==> config.mk <==
export PLATFORM = sky130hd
export DESIGN_NAME = selen_wb_arbiter
export DESIGN_NICKNAME = d
export VERILOG_FILES = /design/src/rtl/selen_wb_arb_pkg.sv /design/src/rtl/selen_wb_arb_rr.sv /design/src/rtl/selen_wb_arbiter.sv
export SDC_FILE = /design/constraint.sdc
export NUM_CORES = 1
export LEC_CHECK = 0
export CAP_MARGIN = 10
export CELL_PAD_IN_SITES_DETAIL_PLACEMENT = 0
export CELL_PAD_IN_SITES_GLOBAL_PLACEMENT = 1
export CORE_MARGIN = 1.5
export CORE_UTILIZATION = 12
export CTS_BUF_LIST = sky130_fd_sc_hd__clkbuf_16
export DETAILED_ROUTE_END_ITERATION = 10
export PLACE_DENSITY_LB_ADDON = 0.3
export SKIP_CTS_REPAIR_TIMING = 1
export SLEW_MARGIN = 20
export SYNTH_ARGS = -nofsm -noshare
export SYNTH_HDL_FRONTEND = slang
export SYNTH_SLANG_ARGS = --single-unit
==> constraint.sdc <==
create_clock -name clk -period 1.1 [get_ports clk]
set_input_delay 0.165 -clock clk [delete_from_list [all_inputs] [get_ports clk]]
set_output_delay 0.165 -clock clk [all_outputs]
set_load 0.02 [all_outputs]
==> src/rtl/selen_wb_arb_pkg.sv <==
// Shared types and constants for the two-master Wishbone arbiter.
//   arb_state_t : arbiter FSM state (IDLE, BUSY, DRAIN)
//   mst_idx_t   : index of one of the two masters
//   TO_CNT_W    : width of the watchdog stall counter
package selen_wb_arb_pkg;

  typedef enum logic [1:0] {
    IDLE  = 2'd0,
    BUSY  = 2'd1,
    DRAIN = 2'd2
  } arb_state_t;

  typedef logic mst_idx_t;

  localparam int unsigned TO_CNT_W = 10;

endpackage

==> src/rtl/selen_wb_arb_rr.sv <==
// Combinational two-way round-robin picker.
//   req   in  : per-master request (cyc & stb)
//   last  in  : most recently granted master
//   valid out : at least one request present
//   idx   out : master to grant; on a tie the one that is not 'last'
module selen_wb_arb_rr
  import selen_wb_arb_pkg::*;
(
  input  logic [1:0] req,
  input  mst_idx_t   last,
  output logic       valid,
  output mst_idx_t   idx
);

  always_comb begin
    valid = |req;
    idx   = mst_idx_t'(req[1]);
    if (req == 2'b11) begin
      idx = ~last;
    end
  end

endmodule

==> src/rtl/selen_wb_arbiter.sv <==
// Two-master Wishbone arbiter (master 0 = L1I refill, master 1 = L1D).
// Round-robin grant held for the whole cyc envelope of the granted master.
//
// Ports:
//   clk, rst_n          : clock, asynchronous active-low reset
//   m_cyc_i/stb_i/we_i  : per-master control, bit i = master i
//   m_adr_i/dat_i/sel_i : per-master address/write data/selects, master 1 in upper slice
//   m_dat_o             : slave read data broadcast to both masters
//   m_ack_o             : ack routed to the granted master
//   m_err_o             : watchdog error pulse to the granted master
//   wb_*_o              : shared bus outputs, all zero outside BUSY
//   wb_dat_i, wb_ack_i  : slave read data and ack
//
// Optional feature: define SELEN_WB_ARB_TIMEOUT_EN to enable the stall
// watchdog (TIMEOUT stalled cycles -> error pulse, bus drained).
module selen_wb_arbiter
  import selen_wb_arb_pkg::*;
#(
  parameter int unsigned AW      = 32,
  parameter int unsigned DW      = 32,
  parameter int unsigned TIMEOUT = 255
) (
  input  logic                  clk,
  input  logic                  rst_n,
  input  logic [1:0]            m_cyc_i,
  input  logic [1:0]            m_stb_i,
  input  logic [1:0]            m_we_i,
  input  logic [2*AW-1:0]       m_adr_i,
  input  logic [2*DW-1:0]       m_dat_i,
  input  logic [2*(DW/8)-1:0]   m_sel_i,
  output logic [DW-1:0]         m_dat_o,
  output logic [1:0]            m_ack_o,
  output logic [1:0]            m_err_o,
  output logic                  wb_cyc_o,
  output logic                  wb_stb_o,
  output logic                  wb_we_o,
  output logic [AW-1:0]         wb_adr_o,
  output logic [DW-1:0]         wb_dat_o,
  output logic [DW/8-1:0]       wb_sel_o,
  input  logic [DW-1:0]         wb_dat_i,
  input  logic                  wb_ack_i
);

  localparam int unsigned SW = DW / 8;

  arb_state_t state, state_nxt;
  mst_idx_t   gnt, gnt_nxt;
  mst_idx_t   last, last_nxt;

  logic       rr_valid;
  mst_idx_t   rr_idx;
  logic       to_hit;

  logic [AW-1:0] adr_mux;
  logic [DW-1:0] dat_mux;
  logic [SW-1:0] sel_mux;

  selen_wb_arb_rr u_rr (
    .req   (m_cyc_i & m_stb_i),
    .last  (last),
    .valid (rr_valid),
    .idx   (rr_idx)
  );

  assign adr_mux = gnt ? m_adr_i[2*AW-1:AW] : m_adr_i[AW-1:0];
  assign dat_mux = gnt ? m_dat_i[2*DW-1:DW] : m_dat_i[DW-1:0];
  assign sel_mux = gnt ? m_sel_i[2*SW-1:SW] : m_sel_i[SW-1:0];

  assign m_dat_o = wb_dat_i;

  always_ff @(posedge clk or negedge rst_n) begin
    if (!rst_n) begin
      state <= IDLE;
      gnt   <= 1'b0;
      last  <= 1'b1;
    end else begin
      state <= state_nxt;
      gnt   <= gnt_nxt;
      last  <= last_nxt;
    end
  end

  always_comb begin
    state_nxt = state;
    gnt_nxt   = gnt;
    last_nxt  = last;
    wb_cyc_o  = 1'b0;
    wb_stb_o  = 1'b0;
    wb_we_o   = 1'b0;
    wb_adr_o  = '0;
    wb_dat_o  = '0;
    wb_sel_o  = '0;
    m_ack_o   = '0;
    m_err_o   = '0;

    case (state)
      IDLE: begin
        if (rr_valid) begin
          state_nxt = BUSY;
          gnt_nxt   = rr_idx;
          last_nxt  = rr_idx;
        end
      end
      BUSY: begin
        wb_cyc_o     = m_cyc_i[gnt];
        wb_stb_o     = m_stb_i[gnt];
        wb_we_o      = m_we_i[gnt];
        wb_adr_o     = adr_mux;
        wb_dat_o     = dat_mux;
        wb_sel_o     = sel_mux;
        m_ack_o[gnt] = wb_ack_i;
        if (!m_cyc_i[gnt]) begin
          state_nxt = IDLE;
        end else if (to_hit) begin
          m_err_o[gnt] = 1'b1;
          state_nxt    = DRAIN;
        end
      end
      DRAIN: begin
        if (!m_cyc_i[gnt]) begin
          state_nxt = IDLE;
        end
      end
      default: state_nxt = IDLE;
    endcase
  end

`ifdef SELEN_WB_ARB_TIMEOUT_EN
  logic [TO_CNT_W-1:0] to_cnt;
  logic                stall;

  assign stall  = (state == BUSY) && m_stb_i[gnt] && !wb_ack_i;
  // Fires in the stalled cycle that brings the count to TIMEOUT.
  assign to_hit = stall && (to_cnt == TO_CNT_W'(TIMEOUT - 1));

  // Leaving BUSY is the only way the grant can change, so clearing
  // outside BUSY also covers the grant-change case.
  always_ff @(posedge clk or negedge rst_n) begin
    if (!rst_n) begin
      to_cnt <= '0;
    end else if (state != BUSY || wb_ack_i) begin
      to_cnt <= '0;
    end else if (stall) begin
      to_cnt <= to_cnt + 1'b1;
    end
  end
`else
  logic [TO_CNT_W-1:0] to_unused;
  assign to_unused = TO_CNT_W'(TIMEOUT);
  assign to_hit    = 1'b0;
`endif

endmodule
==> results of run 1 <==
-- synth_stat cells, drive strengths merged --
library cell	count
and3b	1
nor2b	71
mux2	1
nor2	1
nand3	1
mux2i	72
dfstp	1
a22o	1
nand3b	1
a22oi	1
clkbuf	6
dfrtp	2
nand2	1
conb	1
buf	44
and3	1
-- critical path, stage by stage (launching register included) --
cell and delay, ns:
sky130_fd_sc_hd__dfrtp_4 0.50, sky130_fd_sc_hd__buf_12 0.17, sky130_fd_sc_hd__buf_16 0.15, sky130_fd_sc_hd__mux2i_4 0.19, sky130_fd_sc_hd__nor2b_2 0.12, sky130_fd_sc_hd__buf_6 0.12
-- placed cells by master (no fill, tap or decap), types with 2 or more instances in the layout --
master	synthesis	routed
sky130_fd_sc_hd__buf_6	1	32
sky130_fd_sc_hd__clkbuf_16	0	10
sky130_fd_sc_hd__mux2i_2	0	12
sky130_fd_sc_hd__buf_8	1	2
sky130_fd_sc_hd__nor2b_2	0	70
sky130_fd_sc_hd__mux2i_4	0	4
sky130_fd_sc_hd__buf_12	5	6
sky130_fd_sc_hd__conb_1	1	2
sky130_fd_sc_hd__buf_16	0	2
sky130_fd_sc_hd__buf_4	35	46
sky130_fd_sc_hd__buf_2	2	3
sky130_fd_sc_hd__mux2i_1	72	56
sky130_fd_sc_hd__clkdlybuf4s50_1	0	144
-- power breakdown --
part | total [uW] | leakage (uW) | switching [uW] | internal [uW]
registers | 279 | 0.0000321 | 94.4 | 184
logic | 7920 | 0.00186 | 3500 | 4420
clock network | 572 | 0.0000423 | 102 | 469
-- per-layer routing --
layer  GRT usage  part of all wire  routed length (microns)  vias to the layer above
met4      0.0266             0.015                      134                        0
met3      0.0221             0.080                      724                       14
met5           0                 0                        0                        -
li1            -                 -                        -                     1058
met1      0.0777              0.37                     3300                      978
met2       0.169              0.54                     4870                      115
-- through the flow --
stage	setup slack (ns)	hold WS [ns]	instance area [sq um]	setup TNS, ns	cells
after floorplan	-0.0891	-0.131	1920	-5.07	207
after global placement	-0.692	0.330	4050	-47.10	565
after detailed placement	-0.684	0.330	4050	-47.82	565
after CTS	-0.918	0.140	4120	-65.16	569
after global routing	-0.580	0.150	4450	-39.41	584
final	-0.547	0.138	4450	-36.19	584
-- state kept, by name (all words and copies together) (netlist names) --
| register | flops |
|---|---|
| gnt | 1 |
| last | 1 |
| state | 1 |
-- how the worst max path moves through the flow --
| stage | from | slack [ns] | to |
|---|---|---|---|
| after detailed placement | gnt | -0.68 | wb_dat_o[24] |
| final | gnt | -0.55 | wb_adr_o[16] |
| after floorplan | gnt | -0.09 | wb_adr_o[0] |
| after global routing | gnt | -0.58 | wb_adr_o[16] |
| after CTS | gnt | -0.92 | wb_dat_o[24] |
| after global placement | gnt | -0.69 | wb_dat_o[24] |
-- kinds of logic after synthesis --
family	share of synthesized area
and+or+nand+nor	0.277
DFF	0.0441
other	0.00217
muxes	0.423
buffers and inverters	0.244
AOI/OAI and AO/OA	0.00941
-- layout make-up --
cell class / count / share of cell area
clock buffer: 3 / 0.0169
clock inverter: 1 / 0.000843
multi-input combinational: 154 / 0.342
sequential: 3 / 0.0183
tap: 180 / 0.0506
timing repair buffer: 243 / 0.572
==> qor_table.md, run 1 <==
| Stage | Quantity | Reported |
|---|---|---|
| sta | Setup repair after global routing missed its margin | true |
| critical path | Depth of the most critical reg-to-reg path | 4 |
| critical path | R2r endpoint | state[0] |
| layout | Total number of nets in the final design | 582 |
| clock network | Clock input transition at the sequential cells of the worst setup and hold paths | 0.03 ns |
| synth | Proportion of synthesized chip area in sequential cells | 0.0441 |
| clock network | Clock root buffer | sky130_fd_sc_hd__clkbuf_16 |
| clock network | Clock latency of the later-clocked register in the worst-skew pair | 0.22 ns |
| global route | Total routing usage reported by global routing | 0.0825 |
| sta | Min Tclk post-route | 1.65 ns |
| worst hold path | Type of the worst min-delay path | in2async |
| route | First-pass detailed-route iteration total | 4 |
| floorplanning | Core outline area | 0.0140 sq mm |
| global route | First-pass GRT wire length | 9.80 mm |
| global route | Pin count of the biggest net entering global routing | 37 |
| route | DRC viols | 0 |
| floorplanning | Vertical extent of the die | 123 microns |
| critical path | CP max FO | 6 |
| global route | Initial antenna violation count | 0 |
| route | Total routed wirelength | 9.03 mm |
| layout | Layout cell share with drive strength beyond 1 | 0.483 |
| sta | Setup-violating endpoint count in the final report | 76 |
| floorplanning | Die Footprint | 0.0151 sq mm |
| critical path | Endpoint class of the critical path | output pin |
| critical path | CP Class | reg2out |
| synth | Cells after synthesis | 206 |
| critical path | Required time of the critical path | 0.94 ns |
| sta | Max-slew violation count | 0 |
| layout | Number of filler instances in the final layout | 1483 |
| power | Power per unit of standard cell area | 1970 mW/mm^2 |
| sta | Final cycle utilization of the critical path | 1.50 |
| synth | Mapped Avg Cell Area | 8.39 sq um |
| clock network | CTS tree | yes |
| global route | Remaining global-route overflow | 0 |
| outcome | Status | complete, but fails checks |
| power | Power after layout | 8770 uW |
| global route | Vias in the first global route | 1948 |
| place | Final GP Congestion | 0.696 |
| sta | Upper clock frequency limit | 607 MHz |
| layout | Antenna Diode Count | 0 |
| route | Residual antenna-violating net count after detailed routing | 0 |
| sta | Final hold violation count | 0 |
| synth | Fraction of post-synthesis cell area in the top cell type by area | 0.417 |
| route | Total number of vias | 2165 |
| route | Via count normalized by instance count | 3.71 |
| synth | Dominant cell type by area after synthesis | sky130_fd_sc_hd__mux2i_1 |
| critical path | Beginning of the worst register-to-register path | gnt |
| clock network | Sinks on Clock Net | 3 |
| power | Peak supply drop | 0.588 mV |
| route | Average wire per standard cell | 15.5 microns |
| clock network | Maximum clock insertion buffer count | 2 |
| floorplanning | Row count | 43 |
| critical path | Worst EP arrival | 1.48 ns |
| power | Pleak | 0.00193 uW |
| layout | Final core utilization | 0.318 |
| place | HPWL after detailed placement | 5.97 mm |
| clock network | Cts bufs inserted | 3 |
| sta | Final worst-path setup slack | -0.547 ns |
| floorplanning | Starting utilization of the core area | 0.124 |
| clock network | Maximum level of the CTS H-tree | 1 |
| outcome | Failing checks | setup timing |
| sta | Final Skew | 0.00366 ns |
| floorplanning | Width of the chip | 123 microns |
| route | Starting DRC count in detailed routing | 45 |
| synth | Unique masters post-synth | 20 |
| floorplanning | I/O pin count | 284 |
| synth | #FFs+latches synth | 3 |
| critical path | Type of element launching the critical path | flip-flop |
| flow run | Maxcap violations | 0 |
| synth | Netlist Area Pre-Place | 0.00173 sq mm |
| layout | Area growth from synthesis to final layout | 158% |
| place | Total of buffers placed on input and output ports | 217 |
| synth | Yosys warnings | 0 |
| layout | Total area of multi-input combinational cells | 0.00152 sq mm |
| synth | Cells taking the most area after synthesis | sky130_fd_sc_hd__mux2i_1 42%, sky130_fd_sc_hd__nor2b_1 26%, sky130_fd_sc_hd__buf_4 15%, sky130_fd_sc_hd__buf_12 5.8%, sky130_fd_sc_hd__dfrtp_1 2.9% |
| critical path | Worst setup slack for register-to-register paths | -0.14 ns |
| layout | Storage cell area | 81.3 sq um |
No activity file was read; power rests on OpenSTA's default activity.
==> run 2: changes to the inputs <==
--- a/config.mk
+++ b/config.mk
@@ -8,9 +8,10 @@
 export CAP_MARGIN = 10
 export CELL_PAD_IN_SITES_DETAIL_PLACEMENT = 0
 export CELL_PAD_IN_SITES_GLOBAL_PLACEMENT = 1
-export CORE_MARGIN = 1.5
+export CORE_MARGIN = 2
 export CORE_UTILIZATION = 12
 export CTS_BUF_LIST = sky130_fd_sc_hd__clkbuf_16
+export CTS_CLUSTER_SIZE = 24
 export DETAILED_ROUTE_END_ITERATION = 10
 export PLACE_DENSITY_LB_ADDON = 0.3
 export SKIP_CTS_REPAIR_TIMING = 1
==> qor_table.md, run 2 (synthesized netlist as in run 1, its figures left out) <==
| Stage | Quantity | Reported |
|---|---|---|
| outcome | Status | complete, but fails checks |
| outcome | Failing checks | setup timing |
| sta | Final worst-path setup slack | -0.527 ns |
| critical path | Endpoint class of the critical path | output pin |
| global route | Vias in the first global route | 1978 |
| flow run | Maxcap violations | 0 |
| route | Residual antenna-violating net count after detailed routing | 0 |
| clock network | Clock input transition at the sequential cells of the worst setup and hold paths | 0.03 ns |
| place | HPWL after detailed placement | 6.04 mm |
| floorplanning | I/O pin count | 284 |
| route | Average wire per standard cell | 13.2 microns |
| route | Via count normalized by instance count | 3.65 |
| global route | Total routing usage reported by global routing | 0.0782 |
| route | Starting DRC count in detailed routing | 36 |
| layout | Filler-free cell count of the finished design | 576 |
| layout | Area growth from synthesis to final layout | 143% |
| sta | Setup repair after global routing missed its margin | true |
| route | DRC viols | 0 |
| clock network | Clock latency of the later-clocked register in the worst-skew pair | 0.22 ns |
| global route | First-pass GRT wire length | 9.71 mm |
| layout | Antenna Diode Count | 0 |
| sta | Summed negative setup slack over all endpoints | -35.32 ns |
| critical path | Worst EP arrival | 1.46 ns |
| floorplanning | Vertical extent of the die | 124 microns |
| global route | Remaining global-route overflow | 0 |
| floorplanning | Core outline area | 0.0140 sq mm |
| layout | Commonest non-fill, non-tap cell in the layout | sky130_fd_sc_hd__clkdlybuf4s50_1 |
| layout | Layout cell share with drive strength beyond 1 | 0.480 |
| sta | Upper clock frequency limit | 614 MHz |
| critical path | Type of element launching the critical path | flip-flop |
| route | Total routed wirelength | 7.60 mm |
| critical path | Required time of the critical path | 0.94 ns |
| sta | Min Tclk post-route | 1.63 ns |
| clock network | CTS tree | yes |
| clock network | Cts bufs inserted | 3 |
| floorplanning | Starting utilization of the core area | 0.124 |
| layout | Total number of nets in the final design | 574 |
| sta | Final cycle utilization of the critical path | 1.48 |
| global route | Initial antenna violation count | 0 |
| layout | Leading cell types in the layout, fill and taps excluded | 144 x sky130_fd_sc_hd__clkdlybuf4s50_1, 70 x sky130_fd_sc_hd__nor2b_2, 53 x sky130_fd_sc_hd__mux2i_1, 53 x sky130_fd_sc_hd__buf_4, 19 x sky130_fd_sc_hd__buf_6 |
| sta | Final hold violation count | 0 |
| clock network | Clock root buffer | sky130_fd_sc_hd__clkbuf_16 |
| floorplanning | Row count | 43 |
| sta | Worst hold slack after final layout | 0.126 ns |
| sta | Setup-violating endpoint count in the final report | 76 |
| place | Placed instance count | 567 |
| route | Total number of vias | 2101 |
| critical path | Beginning of the worst register-to-register path | gnt |
| layout | Biggest registers after layout | gnt: 1 flops, last: 1 flops, state: 1 flops |
| critical path | Crit path from | gnt |
| floorplanning | Width of the chip | 124 microns |
| route | First-pass detailed-route iteration total | 2 |
| power | Power per unit of standard cell area | 1850 mW/mm^2 |
| power | Pleak | 0.00182 uW |
| clock network | Sinks on Clock Net | 3 |
| floorplanning | Die Footprint | 0.0154 sq mm |
| critical path | CP Class | reg2out |
| place | Final GP Congestion | 0.719 |
| critical path | CP max FO | 11 |
| power | Peak supply drop | 0.920 mV |
| sta | Max-slew violation count | 0 |
| worst hold path | Type of the worst min-delay path | in2async |
| global route | Pin count of the biggest net entering global routing | 33 |
| place | Total of buffers placed on input and output ports | 217 |
| layout | Number of filler instances in the final layout | 1501 |
| clock network | Maximum clock insertion buffer count | 2 |
| clock network | Maximum level of the CTS H-tree | 1 |
| sta | Final Skew | 0.00276 ns |
[run 2: cell count changes in the layout (fill, tap and decap cells not counted), sizes merged]
cell,delta
clkbuf,-6
buf,-2
[run 2: worst paths after layout]
kind | endpoint | slack [ns] | depth (start not counted)
max in group asynchronous | last | 0.75 | 1
setup / recovery | wb_adr_o[24] | -0.53 | 5
setup reg to reg | state[0] | -0.25 | 5
min in group clk | m_dat_o[18] | 0.33 | 0
hold / removal | state[0] | 0.13 | 1
hold reg to reg | gnt | 0.58 | 2
[run 2: where the power goes]
| part | switching, uW | total [uW] | internal (uW) |
|---|---|---|---|
| clock | 101 | 570 | 469 |
| combinational | 3190 | 6960 | 3770 |
| sequential | 58.8 | 243 | 184 |
[run 2: final cells by class]
type	count	area (sq um)	share of cell area
timing repair buffer	235	2290	0.544
multi-input combinational	154	1530	0.364
tap	180	225	0.0535
sequential	3	81.3	0.0193
clock buffer	3	75.1	0.0178
clock inverter	1	3.75	0.000892
[run 2: through the flow]
| step | setup WS, ns | power (uW) | area [sq um] | utilization |
|---|---|---|---|---|
| 2_1_floorplan | -0.0891 | 4510 | 1920 | - |
| 3_3_place_gp | -0.700 | 6750 | 4050 | 0.289 |
| 3_5_place_dp | -0.715 | 6720 | 4050 | 0.289 |
| 4_1_cts | -0.954 | 7330 | 4130 | 0.295 |
| 5_1_grt | -0.573 | 8230 | 4210 | 0.301 |
| 6_report | -0.527 | 7770 | 4210 | 0.301 |
[run 2: critical path: stages (launching register included)]
cell and delay (ns):
sky130_fd_sc_hd__dfrtp_4 0.48, sky130_fd_sc_hd__buf_12 0.16, sky130_fd_sc_hd__buf_12 0.15, sky130_fd_sc_hd__mux2i_4 0.19
sky130_fd_sc_hd__nor2b_2 0.10, sky130_fd_sc_hd__buf_4 0.14
[run 2: layer usage]
metal / GRT usage / up-vias / part of all wire
li1: - / 1029 / -
met1: 0.0818 / 946 / 0.34
met2: 0.157 / 112 / 0.55
met3: 0.0183 / 14 / 0.10
met4: 0.0133 / 0 / 0.0083
met5: 0 / - / 0
==> run 3: changes to the inputs <==
--- a/config.mk
+++ b/config.mk
@@ -6,11 +6,12 @@
 export NUM_CORES = 1
 export LEC_CHECK = 0
 export CAP_MARGIN = 10
-export CELL_PAD_IN_SITES_DETAIL_PLACEMENT = 0
+export CELL_PAD_IN_SITES_DETAIL_PLACEMENT = 1
 export CELL_PAD_IN_SITES_GLOBAL_PLACEMENT = 1
 export CORE_MARGIN = 2
-export CORE_UTILIZATION = 12
+export CORE_UTILIZATION = 14
 export CTS_BUF_LIST = sky130_fd_sc_hd__clkbuf_16
+export CTS_CLUSTER_DIAMETER = 40
 export CTS_CLUSTER_SIZE = 24
 export DETAILED_ROUTE_END_ITERATION = 10
 export PLACE_DENSITY_LB_ADDON = 0.3
==> constraint.sdc (replaced) <==
create_clock -name clk -period 2.1 [get_ports clk]
set_input_delay 0.315 -clock clk [delete_from_list [all_inputs] [get_ports clk]]
set_output_delay 0.315 -clock clk [all_outputs]
set_load 0.02 [all_outputs]
==> qor_table.md, run 3 (synthesized netlist as in run 1, its figures left out) <==
| Stage | Quantity | Reported |
|---|---|---|
| sta | Setup-violating endpoint count in the final report | 0 |
| sta | Final cycle utilization of the critical path | 0.956 |
| layout | Commonest non-fill, non-tap cell in the layout | sky130_fd_sc_hd__clkdlybuf4s50_1 |
| layout | Filler-free cell count of the finished design | 531 |
| critical path | Worst EP arrival | 1.69 ns |
| global route | Pin count of the biggest net entering global routing | 44 |
| floorplanning | Die Footprint | 0.0133 sq mm |
| layout | Total number of nets in the final design | 562 |
| route | DRC viols | 0 |
| route | Total number of vias | 2086 |
| critical path | Depth of the most critical reg-to-reg path | 3 |
| clock network | Maximum clock insertion buffer count | 2 |
| critical path | Beginning of the worst register-to-register path | gnt |
| global route | Vias in the first global route | 2167 |
| place | HPWL after detailed placement | 6.39 mm |
| critical path | CP max FO | 26 |
| route | Via count normalized by instance count | 3.93 |
| layout | Final core utilization | 0.334 |
| critical path | Crit path largest cell delay | 0.60 ns |
| clock network | Cts bufs inserted | 3 |
| route | Total routed wirelength | 7.58 mm |
| critical path | Required time of the critical path | 1.78 ns |
| layout | Storage cell area | 81.3 sq um |
| critical path | Endpoint class of the critical path | output pin |
| power | Power per unit of standard cell area | 857 mW/mm^2 |
| place | Final GP Congestion | 0.683 |
| sta | Min Tclk post-route | 2.01 ns |
| layout | Biggest registers after layout | gnt: 1 flops, last: 1 flops, state: 1 flops |
| critical path | R2r endpoint | state[0] |
| global route | Total routing usage reported by global routing | 0.0992 |
| power | Peak supply drop | 0.525 mV |
| sta | Final Skew | 0.000414 ns |
| floorplanning | Width of the chip | 115 microns |
| layout | Layout cell share with drive strength beyond 1 | 0.0365 |
| critical path | Type of element launching the critical path | flip-flop |
| clock network | CTS tree | yes |
| place | Total of buffers placed on input and output ports | 217 |
| sta | Max-slew violation count | 0 |
| route | Residual antenna-violating net count after detailed routing | 0 |
| critical path | Crit-path leading delay family | buffers and inverters |
| flow run | Maxcap violations | 0 |
| place | Placed instance count | 527 |
| critical path | Count of buffer and inverter cells on the critical path | 2 |
| route | Starting DRC count in detailed routing | 31 |
| power | Pleak | 0.00255 uW |
| global route | Initial antenna violation count | 0 |
| floorplanning | Starting utilization of the core area | 0.144 |
| layout | Antenna Diode Count | 0 |
| critical path | CP Class | reg2out |
| sta | Final hold violation count | 0 |
| route | First-pass detailed-route iteration total | 2 |
| floorplanning | Core outline area | 0.0120 sq mm |
| outcome | Status | complete, no violations |
| layout | Leading cell types in the layout, fill and taps excluded | 147 x sky130_fd_sc_hd__clkdlybuf4s50_1, 72 x sky130_fd_sc_hd__mux2i_1, 71 x sky130_fd_sc_hd__nor2b_1 |
| clock network | Clock root buffer | sky130_fd_sc_hd__clkbuf_16 |
| clock network | Clock input transition at the sequential cells of the worst setup and hold paths | 0.03 ns |
| layout | Total area of multi-input combinational cells | 0.00123 sq mm |
| sta | Setup repair after global routing missed its margin | false |
| floorplanning | Row count | 40 |
| clock network | Clock latency of the later-clocked register in the worst-skew pair | 0.22 ns |
| floorplanning | I/O pin count | 284 |
| floorplanning | Vertical extent of the die | 115 microns |
| global route | First-pass GRT wire length | 10.7 mm |
| sta | Upper clock frequency limit | 498 MHz |
| route | Average wire per standard cell | 14.3 microns |
| worst hold path | Type of the worst min-delay path | in2async |
| critical path | Slowest library cell on the worst path | sky130_fd_sc_hd__clkdlybuf4s50_1 |
| clock network | Sinks on Clock Net | 3 |
| sta | Worst hold slack after final layout | 0.284 ns |
| global route | Remaining global-route overflow | 0 |
| layout | Number of filler instances in the final layout | 1394 |
| critical path | Ordered cell list for the critical path | buf_12 -> and3_1 -> clkdlybuf4s50_1 |
| critical path | Worst setup slack for register-to-register paths | 0.88 ns |
| clock network | Maximum level of the CTS H-tree | 1 |
| layout | Area growth from synthesis to final layout | 132% |
==> run 3: stage by stage <==
stage          total power, uW  setup TNS [ns]  area, sq um  worst slack (ns)
2_1_floorplan             2160               0         1730             0.677
3_3_place_gp              3260               0         3750            0.0550
3_5_place_dp              3290               0         3750            0.0337
4_1_cts                   3600           -3.06         3830            -0.106
5_1_grt                   3660               0         4010            0.0303
6_report                  3430               0         4010            0.0923
==> run 3: worst max-delay path by stage <==
stage | to | slack, ns | start | depth (start not counted)
after floorplan | wb_adr_o[0] | 0.68 | gnt | 4
after global placement | wb_stb_o | 0.05 | m_stb_i[0] | 4
after detailed placement | wb_stb_o | 0.03 | m_stb_i[0] | 4
after CTS | wb_stb_o | -0.11 | gnt | 4
after global routing | m_ack_o[1] | 0.03 | gnt | 3
final | m_ack_o[1] | 0.09 | gnt | 3
==> run 3: cell type report <==
class | instances | area share
clock buffer | 3 | 0.0187
timing repair buffer | 223 | 0.606
multi-input combinational | 154 | 0.308
tap | 147 | 0.0459
clock inverter | 1 | 0.000937
sequential | 3 | 0.0203
==> run 3: where the power goes <==
part	internal [uW]	switching, uW	total (uW)
Sequential	97.0	38.4	135
Clock	245	49.3	295
Combinational	1580	1420	3000
Total	1920	1510	3430
==> run 3: metal layers <==
| layer | up-vias | share of wire | GRT usage |
|---|---|---|---|
| met3 | 16 | 0.096 | 0.0216 |
| li1 | 1007 | - | - |
| met4 | 0 | 0.0083 | 0.0193 |
| met5 | - | 0 | 0 |
| met1 | 935 | 0.35 | 0.102 |
| met2 | 128 | 0.55 | 0.203 |
